**src/rtl/riscv_pkg.sv**
```systemverilog
// Shared RISC-V core definitions: register ids, register count, data word
// type and a population-count helper used by the issue scoreboard.
package riscv_pkg;

    localparam int REG_COUNT = 32;
    localparam int XLEN      = 32;

    typedef logic [4:0]      reg_id_t;
    typedef logic [XLEN-1:0] xword_t;

    function automatic logic [5:0] popcount32(input logic [31:0] v);
        logic [5:0] n;
        n = '0;
        for (int i = 0; i < REG_COUNT; i++) begin
            n = n + {5'd0, v[i]};
        end
        return n;
    endfunction

endpackage

```
**src/rtl/riscv_wb_arbiter.sv**
```systemverilog
// Writeback arbiter: fixed priority (load over ALU), one acceptance per cycle,
// registered onto the register-file write port one cycle after acceptance.
// Ports: clk, resetn, flush, alu_wb_* / mem_wb_* handshakes, rf_write/rf_rw/rf_d.
module riscv_wb_arbiter
    import riscv_pkg::*;
(
    input  logic    clk,
    input  logic    resetn,
    input  logic    flush,
    input  logic    alu_wb_valid,
    input  reg_id_t alu_wb_rd,
    input  xword_t  alu_wb_data,
    output logic    alu_wb_ready,
    input  logic    mem_wb_valid,
    input  reg_id_t mem_wb_rd,
    input  xword_t  mem_wb_data,
    output logic    mem_wb_ready,
    output logic    rf_write,
    output reg_id_t rf_rw,
    output xword_t  rf_d
);

    logic    acc;
    reg_id_t acc_rd;
    xword_t  acc_d;

    assign mem_wb_ready = 1'b1;
    assign alu_wb_ready = ~mem_wb_valid;

    always_comb begin
        acc    = mem_wb_valid | alu_wb_valid;
        acc_rd = mem_wb_valid ? mem_wb_rd : alu_wb_rd;
        acc_d  = mem_wb_valid ? mem_wb_data : alu_wb_data;
    end

    // Writebacks accepted under flush, or targeting x0, complete the
    // handshake but never reach the register file.
    always_ff @(posedge clk or negedge resetn) begin
        if (!resetn) begin
            rf_write <= 1'b0;
            rf_rw    <= '0;
            rf_d     <= '0;
        end else begin
            rf_write <= acc & ~flush & (acc_rd != '0);
            if (acc) begin
                rf_rw <= acc_rd;
                rf_d  <= acc_d;
            end
        end
    end

endmodule

```
**src/rtl/riscv_issue_scoreboard.sv**
```systemverilog
// Issue scoreboard: tracks registers with outstanding writes, stalls RAW/WAW
// hazards, and commits arbitrated writebacks to the register file.
// Ports: clk, resetn, id_* decode/issue, alu_wb_*/mem_wb_*, rf_*, flush, pending*.
module riscv_issue_scoreboard
    import riscv_pkg::*;
(
    input  logic        clk,
    input  logic        resetn,
    input  logic        id_valid,
    input  reg_id_t     id_rs1,
    input  reg_id_t     id_rs2,
    input  reg_id_t     id_rd,
    input  logic        id_use_rs1,
    input  logic        id_use_rs2,
    input  logic        id_write_rd,
    output logic        id_issue,
    output logic        id_stall,
    input  logic        alu_wb_valid,
    input  reg_id_t     alu_wb_rd,
    input  xword_t      alu_wb_data,
    output logic        alu_wb_ready,
    input  logic        mem_wb_valid,
    input  reg_id_t     mem_wb_rd,
    input  xword_t      mem_wb_data,
    output logic        mem_wb_ready,
    output logic        rf_write,
    output reg_id_t     rf_rw,
    output xword_t      rf_d,
    input  logic        flush,
    output logic [31:0] pending,
    output logic [5:0]  pending_count
);

    logic        hazard;
    logic [31:0] pending_nxt;

    assign hazard = id_valid & ((id_use_rs1 & pending[id_rs1]) |
                                (id_use_rs2 & pending[id_rs2]) |
                                (id_write_rd & pending[id_rd]));

    assign id_issue      = id_valid & ~hazard & ~flush;
    assign id_stall      = id_valid & ~id_issue;
    assign pending_count = popcount32(pending);

    // A bit stays set through its rf_write cycle, so a WAW issue to the same
    // register is stalled and set/clear of one bit never coincide.
    always_comb begin
        pending_nxt = pending;
        if (rf_write) begin
            pending_nxt[rf_rw] = 1'b0;
        end
        if (id_issue && id_write_rd && id_rd != '0) begin
            pending_nxt[id_rd] = 1'b1;
        end
        pending_nxt[0] = 1'b0;
    end

    always_ff @(posedge clk or negedge resetn) begin
        if (!resetn) begin
            pending <= '0;
        end else if (flush) begin
            pending <= '0;
        end else begin
            pending <= pending_nxt;
        end
    end

    riscv_wb_arbiter u_wb_arbiter (
        .clk          (clk),
        .resetn       (resetn),
        .flush        (flush),
        .alu_wb_valid (alu_wb_valid),
        .alu_wb_rd    (alu_wb_rd),
        .alu_wb_data  (alu_wb_data),
        .alu_wb_ready (alu_wb_ready),
        .mem_wb_valid (mem_wb_valid),
        .mem_wb_rd    (mem_wb_rd),
        .mem_wb_data  (mem_wb_data),
        .mem_wb_ready (mem_wb_ready),
        .rf_write     (rf_write),
        .rf_rw        (rf_rw),
        .rf_d         (rf_d)
    );

endmodule

```
**config.mk**
```make
export PLATFORM = sky130hd
export DESIGN_NAME = riscv_issue_scoreboard
export DESIGN_NICKNAME = d
export VERILOG_FILES = /design/src/rtl/riscv_pkg.sv /design/src/rtl/riscv_wb_arbiter.sv /design/src/rtl/riscv_issue_scoreboard.sv
export SDC_FILE = /design/constraint.sdc
export NUM_CORES = 1
export LEC_CHECK = 0
export ABC_AREA = 1
export CAP_MARGIN = 30
export CORE_UTILIZATION = 43
export CTS_CLUSTER_SIZE = 12
export DETAILED_ROUTE_END_ITERATION = 12
export GPL_TIMING_DRIVEN = 1
export PLACE_DENSITY = 0.77
export SYNTH_ARGS = -nofsm -noshare
export SYNTH_HDL_FRONTEND = slang
export SYNTH_SLANG_ARGS = --single-unit
```
**constraint.sdc**
```tcl
create_clock -name clk -period 5.46 [get_ports clk]
set_input_delay 1.092 -clock clk [delete_from_list [all_inputs] [get_ports clk]]
set_output_delay 1.092 -clock clk [all_outputs]
set_load 0.03 [all_outputs]
```
== Word level (Yosys, flattened, before mapping) ==
Cells that the tools add are included.

* $add $sub $neg: 31
* Multiply operators: 0
* Div/mod/pow operators: 0
* $lt $le $gt $ge: 6
* Equal/unequal tests: 0
* Shifts and indexed selects: 0
* Multiplexer cells: 15
* Bitwise operators: 19
* Reductions and logical operators: 6

{| class="wikitable"
|+ Operators with widths
! operator !! number
|-
| adder 6 x 1 -> 6 bit || 26
|-
| 2-to-1 mux 32 bit || 4
|-
| bitwise AND 32 bit || 1
|-
| inverter 32 bit || 1
|-
| OR 32 bit || 1
|-
| less-than comparator 5 x 6 -> 1 bit (second input constant) || 4
|-
| binary-select mux 1 bit (select 5 bit) || 3
|-
| demux 1 bit (select 5 bit) || 2
|-
| greater-or-equal comparator 5 x 1 -> 1 bit (second input constant) || 2
|-
| nonzero test 5 bit || 2
|-
| bitwise AND 1 bit || 9
|-
| adder 5 x 1 -> 6 bit || 1
|-
| adder 4 x 1 -> 5 bit || 1
|-
| 2-to-1 mux 1 bit || 5
|-
| 2-to-1 mux 5 bit || 1
|-
| adder 3 x 1 -> 4 bit || 1
|-
| logical AND 1 bit || 4
|-
| inverter 1 bit || 4
|-
| adder 2 x 1 -> 3 bit || 1
|-
| OR 1 bit || 3
|-
| adder 1 x 1 -> 2 bit || 1
|}

* Register bits after elaboration: 70
* Latch bits: 0
* RAM bits: 0
* Bits in read-only memories: 0
* Input bits: 98
* Output and inout port bits: 80
* Logic and storage cells: 81
* Memories: 0

== Logic depth before layout (Yosys ltp) ==
* Depth in word-level cells: 31
* Gate-level depth with buffers: 17
* Depth with buffers taken out: 16

== Modules after synthesis ==
Synthesis repeated with hierarchy kept, for this count alone.

* Cell total of the unflattened synthesis: 862
* Area total of the unflattened synthesis: 5788.1 sq um

{| class="wikitable"
|+ By module, submodules not included
! module !! times used !! cells each !! area each (sq um) !! seq. area each (sq um)
|-
| riscv_issue_scoreboard || 1 || 641 || 3986.3 || 775.7
|-
| riscv_wb_arbiter || 1 || 221 || 1801.7 || 950.9
|}

== Worst setup path after synthesis ==
OpenSTA, ideal clock, no wires.

* Path type: flip-flop to output port
* Start point: register pending[1]
* End point: output port pending_count[4]
* Arrival: 5031 ps
* Required time: 4368 ps
* Slack: -663 ps
* Stages on the path, launching flop included: 16
* Path buffers: 0
* Path through: dfrtp_1 > inv_1 > fa_1 > inv_1 > fa_1 > fa_1 > fa_1 > fa_1 > inv_1 > fa_1 > inv_1 > fa_1 > inv_1 > fa_1 > o21ai_0 > xor2_1

* Cells in the longest elaborated chain, start to end: 31

{| class="wikitable"
|+ RTL lines
! element !! RTL line !! source
|-
| from (decl) || riscv_issue_scoreboard.sv:30 || <nowiki>output logic [31:0] pending,</nowiki>
|-
| from (signal assigned) || riscv_issue_scoreboard.sv:64 || <nowiki>pending <= pending_nxt;</nowiki>
|-
| adder 1 x 1 -> 2 bit || riscv_pkg.sv:15 || <nowiki>n = n + {5'd0, v[i]};</nowiki>
|-
| adder 2 x 1 -> 3 bit || riscv_pkg.sv:15 ||
|-
| adder 3 x 1 -> 4 bit || riscv_pkg.sv:15 ||
|-
| adder 4 x 1 -> 5 bit || riscv_pkg.sv:15 ||
|-
| adder 5 x 1 -> 6 bit || riscv_pkg.sv:15 ||
|-
| adder 6 x 1 -> 6 bit (26 in a row) || riscv_pkg.sv:15 ||
|-
| to (decl) || riscv_issue_scoreboard.sv:31 || <nowiki>output logic [5:0] pending_count</nowiki>
|}

No other way between the ends.

== Final worst setup path ==
Ends and elaborated chain as after synthesis.

==> metrics.json <==
{
  "synth-xor-area-share_pct": 0.466,
  "setup_viol": 6,
  "achievable-frequency_ghz": 0.163,
  "cts_buffers": 9,
  "syn_area_per_cell_um2": 6.67,
  "grt_pass1_vias": 6246,
  "drt-vias-per-instance": 5.40,
  "p_sw_w": 0.000764,
  "synth_top_cell_area_share_pct": 30.6,
  "critical-path-top-delay-family": "adder cells",
  "drc": 0,
  "start_util_pct": 44.3,
  "rr_startpoint": "pending[5]",
  "r2r.worst_path.cells": 13,
  "outcome": "complete, but fails checks",
  "synth_warnings": 0,
  "rsz0062_at_grt": "true",
  "timing.final.max_slew_violations": 0,
  "grt_max_degree": 39,
  "yosys_register_bits": 69,
  "synthesis.area_um2": 5640,
  "cp.buffers_inverters": 7,
  "floorplan.rows": 41,
  "failed_checks": "negative setup slack",
  "die-area_um2": 13600,
  "cts_root_buffer_type": "clkbuf_16",
  "final_cell_count_no_fill": 1227,
  "pwr-share-seq_pct": 27.1,
  "comb_power_share_pct": 41.3,
  "post_synth_main_area_contributors": "dfrtp_1, nand2_1, nand3_1, fa_1, inv_1",
  "finalHoldViolations": 0,
  "ys_types": 36,
  "worst_max_slew_pin_slew_ns": 0.820,
  "worst-endpoint-arrival_ns": 5.06,
  "setup.worst_path.end_class": "primary output",
  "hpwl_mm": 15.5,
  "regToRegEndpoint": "pending[20]",
  "core_box_area_um2": 12700,
  "critical_path.cell_chain": "inv_2 > fa_1 > inv_2 > fa_2 > fa_1 > fa_1 > fa_1 > inv_2 > fa_1 > inv_1 > fa_2 > inv_2 > buf_6 > fa_2 > o21ai_2 > xor2_2 > buf_6",
  "synth_top_family_by_area": "simple AND/OR/NAND/NOR gates",
  "internal_power_w": 0.00139,
  "crit_path_frequent_cell": "fa_1",
  "critical_path_class": "flip-flop to primary output",
  "power.density_cell_area_nw_per_um2": 262,
  "placed_cell_area_um2": 7840,
  "synth_fp_nets": 973,
  "place_congestion": 0.955,
  "worst_clock_skew_ns": 0.00907,
  "critical_path_required_ns": 4.37,
  "ir_worst_vdd_v": 0.000169,
  "leakagePower_nw": 4.00,
  "insertedDiodeCount": 0,
  "timing.reg2reg.setup_slack_ns": 3.01,
  "die_h_um": 117,
  "clockBufferDepth": 2,
  "yosys.area.top_type": "dfrtp_1",
  "worst_hold_startpoint": "u_wb_arbiter.rf_d[31]",
  "synth_sequential_area_ratio_pct": 30.6,
  "most_frequent_standard_cell_in_the_layout_excluding_fill_and_tap_cells": "nand2_1",
  "portion_of_total_power_attributed_to_the_clock_network_pct": 31.7,
  "timing.critical_path.slowest_stage_cell": "fa_1",
  "num_io_pins": 178,
  "detailroute.via_count": 6621,
  "cts_htree_levels": 3,
  "numPortBuffers": 175,
  "nNetsFinal": 1178,
  "synth_compound_area_share_pct": 6.88,
  "clock_sinks": 69,
  "worstHoldPathType": "flip-flop to flip-flop",
  "netSwitchingFraction_pct": 35.4,
  "timing.critical_path.slowest_cell_delay_ns": 0.55,
  "pre_cts_ws_ns": -0.732,
  "most-common-layout-cells": "nand2_1, clkdlybuf4s50_1, nand3_1, inv_1, buf_4",
  "synth_simple_gate_area_share_pct": 39.1,
  "routed_wirelength_mm": 20.3,
  "first_pass_grt_wire_length_mm": 32.1,
  "setup_ws_ns": -0.691,
  "cts_hold_buf": 0,
  "placed_cells_incl_taps": 1208,
  "antenna_violations_before_repair": 0,
  "clkTransAtPathRegs_ns": 0.06,
  "tritoncts": "built",
  "final_period_minus_worst_setup_slack_ns": 6.15,
  "critPathMaxFanout": 2,
  "post_route_cells_drive_above_1_share_pct": 12.6,
  "maxCapViolCount": 0,
  "post_synth_inst_count": 845,
  "worstSetupStartpointType": "flip-flop",
  "drt_pre_antenna_iters": 6,
  "hold-path-cell-count": 2,
  "gr-usage-all-layers_pct": 31.4,
  "areaGrowthSynthToFinish_pct": 46.2,
  "clk_latency_ns": 0.34,
  "final_min_period_over_clock_period_pct": 113,
  "worstHoldEndpoint": "u_wb_arbiter.rf_d[31]",
  "drt_iter0_markers": 658,
  "gr-total-overflow": 0,
  "final.setup.tns_ns": -3.29,
  "routedWlPerCell_um": 16.5,
  "die-width_um": 117,
  "synth_adder_area_share_pct": 9.72,
  "drtAntennaViolNets": 0,
  "stdcell_area_um2": 8250,
  "synth.mux.area_fraction_pct": 0.888,
  "max-slew-margin-rel_pct": 45.2
}
[cell type report]
type / count / area (um^2)
sequential: 69 / 1740
clock buffer: 11 / 243
tap: 172 / 215
clock inverter: 5 / 108
multi-input combinational: 619 / 3280
inverter: 112 / 423
timing repair buffer: 239 / 2230
fill: 1195 / 4480
[worst reg2reg max path: cells and delay by family, from the launching register on]
| family | cells | cell delay (ns) |
|---|---|---|
| buffers and inverters | 3 | 0.78 |
| and+or+nand+nor | 10 | 0.94 |
| DFF | 1 | 0.60 |
[registers in the layout (all words and copies together), names as in the netlist]
| signal | cells |
|---|---|
| u_wb_arbiter.rf_d | 32 |
| pending | 31 |
| u_wb_arbiter.rf_rw | 5 |
| u_wb_arbiter.rf_write | 1 |
[what timing repair did]
item,CTS,global route
resized for setup,12,6
gates cloned,0,0
setup endpoints to repair,6,6
buffers inserted,1,1
pin swaps,5,9
[metal layers]
| layer | GRT usage [%] | vias to the layer above | share of wire [%] |
|---|---|---|---|
| li1 | - | 3104 | - |
| met1 | 39.1 | 3003 | 38 |
| met2 | 50.9 | 441 | 47 |
| met3 | 7.52 | 73 | 11 |
| met4 | 15.8 | 0 | 3.8 |
| met5 | 0 | - | 0 |
[logic make-up after synthesis]
logic type / after synthesis
muxes: 5
adders and majority gates: 30
AOI/OAI and AO/OA: 74
and+or+nand+nor: 505
buffers and inverters: 157
other: 2
DFF: 69
xor gates and xnor gates: 3
[worst max path at each step]
stage                     start                to  slack [ns]  cells after the start
finish               pending[1]  pending_count[4]       -0.69                     17
global route        pending[28]  pending_count[4]       -0.84                     17
CTS                  pending[1]  pending_count[5]       -0.70                     17
detailed placement  pending[28]  pending_count[5]       -0.73                     17
global placement    pending[28]  pending_count[5]       -0.63                     17
floorplan           pending[28]  pending_count[3]       -0.26                     15
[synth_stat cells, drive strengths merged]
cell type / number
nand2: 286
nand3: 123
inv: 112
dfrtp: 69
a21oi: 62
nor2: 43
nand4: 32
buf: 28
fa: 23
nor3: 19
clkbuf: 17
ha: 7
o21ai: 7
mux2i: 5
conb: 2
xor2: 2
a211oi: 1
a22oi: 1
a311oi: 1
and3: 1
nand3b: 1
o211ai: 1
o21a: 1
xnor2: 1
[power groups by stage]
stage	Sequential, W	Clock [W]	Combinational (W)
2_1_floorplan	0.000666	0	0.000418
3_3_place_gp	0.000591	0	0.000811
3_5_place_dp	0.000592	0	0.000832
4_1_cts	0.000584	0.000694	0.000864
5_1_grt	0.000590	0.000717	0.000968
6_report	0.000584	0.000683	0.000891
[per-stage QoR]
step	hold WS (ns)	utilization, %	total power [W]
floorplan	0.669	-	0.00108
global placement	0.464	61.6	0.00140
detailed placement	0.469	61.6	0.00142
CTS	0.481	64.5	0.00214
global route	0.497	64.8	0.00227
finish	0.479	64.8	0.00216
No activity file was read; power rests on OpenSTA's default activity.
